==> config.mk <==
export PLATFORM = sky130hd
export DESIGN_NAME = bus_arbiter
export DESIGN_NICKNAME = d
export VERILOG_FILES = /design/src/rtl/bus_arbiter_pkg.sv /design/src/rtl/bus_arbiter.sv
export SDC_FILE = /design/constraint.sdc
export NUM_CORES = 1
export LEC_CHECK = 0
export ABC_CLOCK_PERIOD_IN_PS = 1390
export BUFFER_PORTS_ARGS = -buffer_cell sky130_fd_sc_hd__buf_2
export CAP_MARGIN = 30
export CORE_UTILIZATION = 53
export CTS_BUF_LIST = sky130_fd_sc_hd__clkbuf_2
export DETAILED_ROUTE_END_ITERATION = 8
export PLACE_DENSITY = 0.82
export SLEW_MARGIN = 5
export SYNTH_ARGS = -nofsm -noshare
export SYNTH_HDL_FRONTEND = slang
export SYNTH_SLANG_ARGS = --single-unit
export TNS_END_PERCENT = 10
==> constraint.sdc <==
create_clock -name CLK -period 1.39 [get_ports CLK]
set_input_delay 0.0695 -clock CLK [delete_from_list [all_inputs] [get_ports CLK]]
set_output_delay 0.0695 -clock CLK [all_outputs]
set_load 0.05 [all_outputs]
==> src/rtl/bus_arbiter_pkg.sv <==
// Shared bus definitions: arbiter state encoding, default timing knobs and
// counter sizing helpers. Also imported by the CPU and DMA blocks.
package bus_arbiter_pkg;

  // Bus ownership phases seen by the arbiter (2-bit encoding).
  typedef enum logic [1:0] {
    ST_IDLE    = 2'd0,  // CPU owns the bus
    ST_DRAIN   = 2'd1,  // DMA requested, waiting for the CPU access to finish
    ST_GRANT   = 2'd2,  // DMA owns the bus
    ST_RELEASE = 2'd3   // one-cycle handback to the CPU
  } bus_state_e;

  // Default grant length that counts as an overlong DMA hold.
  localparam int unsigned DEF_MAX_HOLD    = 32;
  // Default number of CPU-owned cycles forced between two DMA grants.
  localparam int unsigned DEF_MIN_CPU_GAP = 2;

  // Hold counter geometry: 8 bits, saturating.
  localparam int unsigned    HOLD_W   = 8;
  localparam int unsigned    HOLD_MAX = 255;
  localparam logic [HOLD_W-1:0] HOLD_SAT = 8'hFF;

  // Gap counter width: clog2(gap+1), but never narrower than one bit so a
  // zero gap still yields a legal (always-zero) counter.
  function automatic int unsigned gap_width(input int unsigned gap);
    if (gap == 0) return 1;
    return $clog2(gap + 1);
  endfunction

endpackage

==> src/rtl/bus_arbiter.sv <==
// DMA/CPU bus arbiter. The CPU owns the bus by default; a DMA request first
// drains any in-flight CPU access, then holds the bus until BR drops. After
// each handback the CPU is guaranteed MIN_CPU_GAP cycles of ownership.
// Overlong grants raise a sticky hold_timeout flag.
module bus_arbiter
  import bus_arbiter_pkg::*;
#(
  parameter int unsigned MAX_HOLD    = DEF_MAX_HOLD,
  parameter int unsigned MIN_CPU_GAP = DEF_MIN_CPU_GAP
) (
  input  logic CLK,
  input  logic reset,
  input  logic BR,
  input  logic cpu_mem_busy,
  input  logic cpu_mem_req,
  output logic BG,
  output logic cpu_stall,
  output logic dma_done,
  output logic hold_timeout
);

  localparam int unsigned GAP_W = gap_width(MIN_CPU_GAP);
  localparam logic [GAP_W-1:0] GAP_LOAD = GAP_W'(MIN_CPU_GAP);
  // A limit above the saturation point can never be reached; all-ones on
  // HOLD_W+1 bits is outside the reachable range of hold_cnt+1.
  localparam logic [HOLD_W:0] HOLD_LIMIT =
    (MAX_HOLD > HOLD_MAX) ? '1 : (HOLD_W+1)'(MAX_HOLD);
  localparam logic [HOLD_W:0] HOLD_ONE = {{HOLD_W{1'b0}}, 1'b1};

  bus_state_e        state, state_nxt;
  logic [GAP_W-1:0]  gap_cnt;
  logic [HOLD_W-1:0] hold_cnt;
  logic [HOLD_W:0]   hold_inc;
  logic              gap_open;
  logic              enter_grant;
  logic              hold_hit;

  // State register; reset wins over any pending transition.
  always_ff @(posedge CLK) begin
    if (reset) state <= ST_IDLE;
    else       state <= state_nxt;
  end

  // Next-state logic. DRAIN waits indefinitely for the CPU access to finish;
  // GRANT is never preempted.
  always_comb begin
    state_nxt = state;
    case (state)
      ST_IDLE:    if (BR && gap_open) state_nxt = ST_DRAIN;
      ST_DRAIN: begin
        if (!BR)                state_nxt = ST_IDLE;
        else if (!cpu_mem_busy) state_nxt = ST_GRANT;
      end
      ST_GRANT:   if (!BR) state_nxt = ST_RELEASE;
      ST_RELEASE: state_nxt = ST_IDLE;
      default:    state_nxt = ST_IDLE;
    endcase
  end

  // Combinational outputs and counter control terms.
  always_comb begin
    cpu_stall   = cpu_mem_req && (state != ST_IDLE);
    gap_open    = (gap_cnt == '0);
    enter_grant = (state == ST_DRAIN) && (state_nxt == ST_GRANT);
    hold_inc    = {1'b0, hold_cnt} + HOLD_ONE;
    // The flag is raised on the edge at which the counter would reach
    // MAX_HOLD, i.e. after MAX_HOLD grant-cycle edges.
    hold_hit    = (state == ST_GRANT) && (hold_inc == HOLD_LIMIT);
  end

  // Registered outputs follow the state being entered, so BG and dma_done
  // line up exactly with GRANT and RELEASE. Reset clears them with no pulse.
  always_ff @(posedge CLK) begin
    if (reset) begin
      BG           <= 1'b0;
      dma_done     <= 1'b0;
      hold_timeout <= 1'b0;
    end else begin
      BG           <= (state_nxt == ST_GRANT);
      dma_done     <= (state_nxt == ST_RELEASE);
      hold_timeout <= hold_timeout | hold_hit;
    end
  end

  // Gap counter: armed on the RELEASE->IDLE handback, then counts down in
  // IDLE; BR is ignored until it reaches zero.
  always_ff @(posedge CLK) begin
    if (reset) begin
      gap_cnt <= '0;
    end else if (state == ST_RELEASE) begin
      gap_cnt <= GAP_LOAD;
    end else if ((state == ST_IDLE) && !gap_open) begin
      gap_cnt <= gap_cnt - GAP_W'(1);
    end
  end

  // Hold counter: cleared on entry to GRANT, counts grant cycles, saturates.
  always_ff @(posedge CLK) begin
    if (reset) begin
      hold_cnt <= '0;
    end else if (enter_grant) begin
      hold_cnt <= '0;
    end else if ((state == ST_GRANT) && (hold_cnt != HOLD_SAT)) begin
      hold_cnt <= hold_inc[HOLD_W-1:0];
    end
  end

  // Grant output must mirror the GRANT state, and a handback is never
  // coincident with a grant.
  a_bg_state: assert property (@(posedge CLK) disable iff (reset)
    BG == (state == ST_GRANT));
  a_done_excl: assert property (@(posedge CLK) disable iff (reset)
    !(BG && dma_done));

endmodule

* Yosys cells after proc, flatten, opt, wreduce, memory -nomap -nowiden
Cells that the tools add are included.
** Cells by class
- Muxes and demuxes :: 7
- Equality and inequality tests :: 7
- Reduce and logical (&&, ||, !) cells :: 13
- Bitwise operators :: 1
- Add/subtract/negate cells :: 2
** Operators by type and width (count)
- 2-bit two-way mux :: 6
- 8-bit by 1-bit adder with 9-bit output, second input constant :: 1
- 9-bit by 6-bit equality test with 1-bit output, second input constant :: 1
- 2-bit equality test, second input constant :: 4
- 8-bit inequality test, second input constant :: 1
- 2-bit one-hot mux with 4 select lines :: 1
- 1-bit logical AND :: 6
- 2-bit logical NOT :: 2
- 2-bit nonzero test :: 2
- 2-bit OR reduction :: 2
- 2-bit by 1-bit equality test with 1-bit output, second input constant :: 1
- 2-bit by 1-bit subtractor with 2-bit output, second input constant :: 1
- 1-bit logical NOT :: 1
- 1-bit OR :: 1
** Word-level totals
- Word-level logic and storage cells :: 37
- Input port bits :: 5
- Register bits after elaboration :: 15
- Output and inout port bits :: 4

* Logic depth before layout (Yosys ltp)
Gate-level depths: netlist of the first run.
- Depth in word-level cells :: 7
- Gate-level depth with buffers :: 6
- Mapped depth without buffers :: 6

* Worst setup path after synthesis of the first run
No wires, ideal clock.
- Path kind :: reg-to-reg
- Start :: register hold_cnt[0]
- End :: register hold_cnt[1]
- Path buffers :: 0
- Path slack :: 0.071 ns
- Required time :: 1.276 ns
- Setup time :: 0.114 ns
- Arrival time :: 1.205 ns
- Stages on the path, launching flop included :: 6
- Clock period less this slack :: 1.319 ns
- Cell sequence :: dfxtp_1 -> ha_1 -> nand4_1 -> o21ai_1 -> mux2i_1 -> nor2_1
** Between the ends
- Longest elaborated chain between the ends :: 2
- Elaborated cells between the ends (all ways) :: 3
- Classes of those cells :: add/sub (1); eq/ne (1); reduce/logical (1)
** RTL lines
- start: declaration :: RTL line bus_arbiter.sv:32 : logic [HOLD_W-1:0] hold_cnt;
- start signal: assignment :: RTL line bus_arbiter.sv:104 : hold_cnt <= hold_inc[HOLD_W-1:0];
- parallel branches: the longest is 2 deep, another holds 8-bit by 1-bit adder with 9-bit output
Parallel ways; which one is timed is not known.
A chain may end at the register's enable or synchronous reset.

* Worst setup path after layout of the first run
- Start :: register state[0]
- End :: output cpu_stall
** Between the ends
- Longest elaborated chain between the ends :: 2
** RTL lines
- start: declaration :: RTL line bus_arbiter.sv:30 : bus_state_e state, state_nxt;
- start signal: assignment :: RTL line bus_arbiter.sv:41 : else state <= state_nxt;
- 2-bit nonzero test :: RTL line bus_arbiter.sv:62 : cpu_stall = cpu_mem_req && (state != ST_IDLE);
- 1-bit logical AND :: RTL line bus_arbiter.sv:62
- end: declaration :: RTL line bus_arbiter.sv:17 : output logic cpu_stall,
Every way passes these cells.

==> results of run 1 <==
power by group through the flow:
stage / clock (uW) / combinational [uW] / sequential (uW)
after floorplan: 0 / 264 / 506
after global placement: 0 / 297 / 507
after detailed placement: 0 / 304 / 509
after CTS: 208 / 306 / 499
after global routing: 228 / 357 / 504
final: 198 / 316 / 496
state kept, by name, indices dropped and copies added, names as in the netlist:
| register | count |
|---|---|
| BG | 1 |
| dma_done | 1 |
| gap_cnt | 2 |
| hold_cnt | 8 |
| hold_timeout | 1 |
| state | 2 |
synth_stat cells, types with 2 or more instances:
library cell and number:
nor3_1 3, or2b_1 2, nor2b_4 2, nor2_1 13
dfxtp_1 15, a31oi_1 2, and3_1 4, nand4_1 2
nor3_2 2, nand3_1 3, inv_1 5, a21oi_1 7
buf_6 2, xor2_1 3, ha_1 2, o211ai_1 3
repair_timing:
action / in CTS / in global routing
setup endpoints to repair: 1 / 8
pin swaps: 0 / 5
setup buffers: 0 / 1
gates resized for setup: 1 / 6
layout make-up:
| type | count | area, um2 |
|---|---|---|
| Clock buffer | 4 | 20.0 |
| Fill cell | 107 | 432 |
| Inverter | 5 | 18.8 |
| Multi-Input combinational cell | 65 | 463 |
| Sequential cell | 15 | 305 |
| Tap cell | 15 | 18.8 |
| Timing Repair Buffer | 15 | 92.6 |
per-stage QoR:
step	setup slack, ps	hold slack, ps	power [uW]	setup TNS (ps)
floorplan	71.0	149	770	0
global placement	65.3	317	804	0
detailed placement	10.3	330	813	0
CTS	0.0839	21.7	1010	0
global route	-24.4	25.8	1090	-42.1
finish	86.0	31.6	1010	0
worst max path at each step:
stage                 from     endpoint  slack [ps]  cells past startpoint
2_1_floorplan  hold_cnt[0]  hold_cnt[1]          70                      5
3_3_place_gp   hold_cnt[0]  hold_cnt[1]          70                      5
3_5_place_dp   hold_cnt[0]  hold_cnt[1]          10                      5
4_1_cts        hold_cnt[0]  hold_cnt[3]        0.08                      5
5_1_grt        hold_cnt[1]  hold_cnt[3]         -20                      5
6_report          state[0]    cpu_stall          90                      3
kinds of logic (layout without fill, tap and decap cells):
group	after synthesis	after routing	synth area share
xor gates and xnor gates	3	3	0.0329
and+or+nand+nor	40	40	0.321
buffers and inverters	9	24	0.0674
AOI/OAI and AO/OA	19	19	0.158
DFF	15	15	0.376
adders and majority gates	2	2	0.0313
muxes	1	1	0.0125
per-layer routing:
| layer | up-vias | GRT usage | wire (um) |
|---|---|---|---|
| met5 | - | 0 | 0 |
| met4 | 0 | 0.0917 | 14 |
| met2 | 14 | 0.305 | 677 |
| li1 | 351 | - | - |
| met3 | 2 | 0.0978 | 52 |
| met1 | 299 | 0.251 | 682 |
==> out/metrics.cfg, run 1 <==
[status]
status=finished, final reports clean

[cells_and_area]
layout.nets=112
stdcell_area_um2=918
drive_gt1_frac=0.298
postLayoutCoreUtil=0.680
areaGrowthSynthToFinish_pct=15.0
antennaDiodeCount=0
layout_common_cells=dfxtp_1, nor2_1, buf_2, a21oi_1, buf_4
fin_cells=119

[critical_path]
crit_path_start_kind=flop
cp_slowest_cell=dfxtp_1
crit_fanout=7
reg2reg_to=hold_cnt[3]
cp_top_family=flip-flops
reg2reg_depth=5
cpPeakStageDelay_ps=430
crit_required_ps=1320
timing.rr.start=hold_cnt[1]
cp-end-kind=output pin
worst-path-buf-inv=2
path_cells=buf_4 -> o21a_1 -> buf_2
r2r_slack_ps=90
crit_type=reg2out
worstPathArrival_ps=1230

[sta]
skew_ps=0.673
fin_crit_ps=1300
worstMarginPinSlew_ps=289
max_clock_freq_mhz=767
hold_viol_final=0
rsz0062_at_grt=yes
finalSetupViolCount=0
slew_violations=0
slew_headroom=0.804
period_share=0.938

[synthesis]
ys_seq_area_frac=0.376
synth_edf_count=0
synth_flop_cell=dfxtp_1
synth_area_leader_cell=dfxtp_1
syn-num-nets=96
synth_area_um2=798
yosys_register_bits=15
synthCells=89
async_flop_share=0
syn_avg_cell_area_um2=8.97
yosys_warnings=0
synth.top_cell.area_share=0.376
yosys-top-cells-area=dfxtp_1, nor2_1, a21oi_1, nor2b_4, xor2_1
ys_types=35

[placement]
dpl.hpwl_um=1040
dpl.cell_count=114
io_buffers=8
place_area_um2=867
gp_congestion=0.815

[floorplan]
num_io_pins=9
dieArea_um2=1670
rows=13
dieHeight_um=40.8
start_util=0.591
die_w_um=40.8
coreArea_um2=1350

[routing]
ant_nets=0
drt_iter0_markers=32
via_per_inst=5.60
drc=0
detail_route.wl_per_cell_um=12.0
wirelength_um=1430
num_vias=666
firstDrtPassIters=4

[clock_tree]
cts_buffers=3
clkTransAtPathRegs_ps=120
ctsHoldBuffers=0
clockBufferDepth=2
cts_root_buf=clkbuf_2
clock_latency_ps=270
cts_num_sinks=15
h-tree-depth=1
cts_tree=yes

[worst_hold_path]
hold_path_end=dma_done
hold_path_class=in2reg
hp-start=BR
holdPathStages=2

[global_routing]
grtUsageTotal=0.206
gr-total-overflow=0
grt_pass1_vias=562
grt_max_degree=9
antenna_found_initial=0
grt_pass1_wl_um=2200

[power_and_ir_drop]
power.share.sequential=0.491
pwr-share-comb=0.312
power_density_nw_per_um2=1100
power.internal_uw=687
power_switching_uw=323
switching_share=0.320
p_leak_uw=0.000362
vdd_drop_max_mv=0.813
clockPowerShare=0.196

[flow_run]
cap_violations=0

No activity file was read; power rests on OpenSTA's default activity.
==> run 2, diff against run 1 <==
--- a/config.mk
+++ b/config.mk
@@ -6,12 +6,12 @@
 export NUM_CORES = 1
 export LEC_CHECK = 0
 export ABC_CLOCK_PERIOD_IN_PS = 1390
-export BUFFER_PORTS_ARGS = -buffer_cell sky130_fd_sc_hd__buf_2
 export CAP_MARGIN = 30
-export CORE_UTILIZATION = 53
+export CORE_UTILIZATION = 57
 export CTS_BUF_LIST = sky130_fd_sc_hd__clkbuf_2
 export DETAILED_ROUTE_END_ITERATION = 8
-export PLACE_DENSITY = 0.82
+export DONT_BUFFER_PORTS = 1
+export PLACE_DENSITY = 0.81
 export SLEW_MARGIN = 5
 export SYNTH_ARGS = -nofsm -noshare
 export SYNTH_HDL_FRONTEND = slang
==> run 2 against run 1 <==
Combinational power grew 6%. Largest cell class unchanged. Worst hold slack got worse by 13 ps. First-iteration DRC count down 38%. Power up 5.2%. Critical path depth grew 3. Routed wire length up 17%. Clock skew increased by 4.8 ps.
==> out/metrics.cfg, run 2 (synthesis results as in run 1) <==
[floorplan]
coreArea_um2=1300
dieHeight_um=39.4
rows=13
num_io_pins=9
start_util=0.613
die_w_um=39.4
dieArea_um2=1550

[sta]
hold_viol_final=0
rsz0062_at_grt=yes
fin_crit_ps=1340
finalSetupViolCount=0
period_share=0.961
slew_violations=0
setup_slack_ps=53.9
skew_ps=5.48
worstMarginPinSlew_ps=481
max_clock_freq_mhz=748
slew_headroom=0.679

[routing]
drt_iter0_markers=20
firstDrtPassIters=4
drc=0
ant_nets=0
num_vias=694
wirelength_um=1670
via_per_inst=5.98
detail_route.wl_per_cell_um=14.4

[critical_path]
crit_type=reg2reg
crit_required_ps=1590
cp-end-kind=flop
worstPathArrival_ps=1540
crit_fanout=4
crit_path_start_kind=flop

[flow_run]
cap_violations=0

[clock_tree]
cts_root_buf=clkbuf_2
clkTransAtPathRegs_ps=150
clockBufferDepth=2
clock_latency_ps=290
cts_tree=yes
cts_buffers=3
cts_num_sinks=15
h-tree-depth=1

[global_routing]
gr-total-overflow=0
antenna_found_initial=0
grtUsageTotal=0.238
grt_max_degree=9
grt_pass1_wl_um=2520
grt_pass1_vias=640

[cells_and_area]
largest_reg_flops=8
areaGrowthSynthToFinish_pct=15.7
layout.nets=109
top_register=hold_cnt
drive_gt1_frac=0.248
layout_common_cells=dfxtp_1, nor2_1, buf_4, a21oi_1, inv_1
top_regs=hold_cnt: 8 flops, gap_cnt: 2 flops, state: 2 flops
antennaDiodeCount=0
stdcell_area_um2=923

[power_and_ir_drop]
p_leak_uw=0.000350
vdd_drop_max_mv=0.806
power_density_nw_per_um2=1150

[placement]
io_buffers=0
place_ws_ps=9.89
gp_congestion=0.775
dpl.hpwl_um=1110
place_area_um2=835

[worst_hold_path]
hold_path_class=in2reg

[status]
status=finished, final reports clean

run 2: cell types whose count changed in the layout (fill, tap and decap cells not counted):
cell           before  now
buf_2               8    0
buf_4               7    9
dlygate4sd3_1       0    3
run 2: repair_timing:
action	CTS	global route
buffers inserted	0	2
pin swaps	0	1
cloned	0	0
hold buffers	3	0
setup endpoints to repair	1	8
hold endpoints to repair	7	0
gates resized for setup	1	6
run 2: layer usage:
layer	up-vias	wire, um	global-route usage
met5	-	0	0
met4	0	38	0.112
met3	7	57	0.0398
met2	20	810	0.410
met1	326	759	0.279
li1	341	-	-
run 2: layout make-up:
class                   instances  area (um2)
multi-input cells              65         463
well taps                      15        18.8
repair buffers                 12        97.6
clock buffers                   4        20.0
fillers                        99         378
flip-flops and latches         15         305
inverters                       5        18.8
run 2: where the power goes:
group | switching (uW) | total, uW | internal [uW]
sequential | 39.2 | 508 | 468
combinational | 186 | 334 | 149
clock | 145 | 221 | 76.2
total | 370 | 1060 | 693
run 2: worst paths after layout:
kind,from,to,slack [ps],cells after the start
max,hold_cnt[0],hold_cnt[7],50,6
min,reset,hold_cnt[0],20,2
max reg2reg,hold_cnt[0],hold_cnt[7],50,6
min reg2reg,hold_timeout,hold_timeout,460,2
run 2: worst max-delay path, cell delays in order, from the launching register on:
cell and delay, ps:
dfxtp_4 390, ha_4 160, nand4_1 180, buf_4 160, nand4_1 90, o21ai_0 180
a21oi_1 90
run 2: metrics by stage:
step,std cells,total power [uW],setup TNS [ps],hold slack (ps),util
CTS,114,1050,0,39.2,0.683
floorplan,89,770,0,149,-
finish,116,1060,0,18.8,0.710
global route,116,1120,-28.5,18.2,0.710
detailed placement,107,829,0,143,0.641
global placement,107,795,0,140,0.641
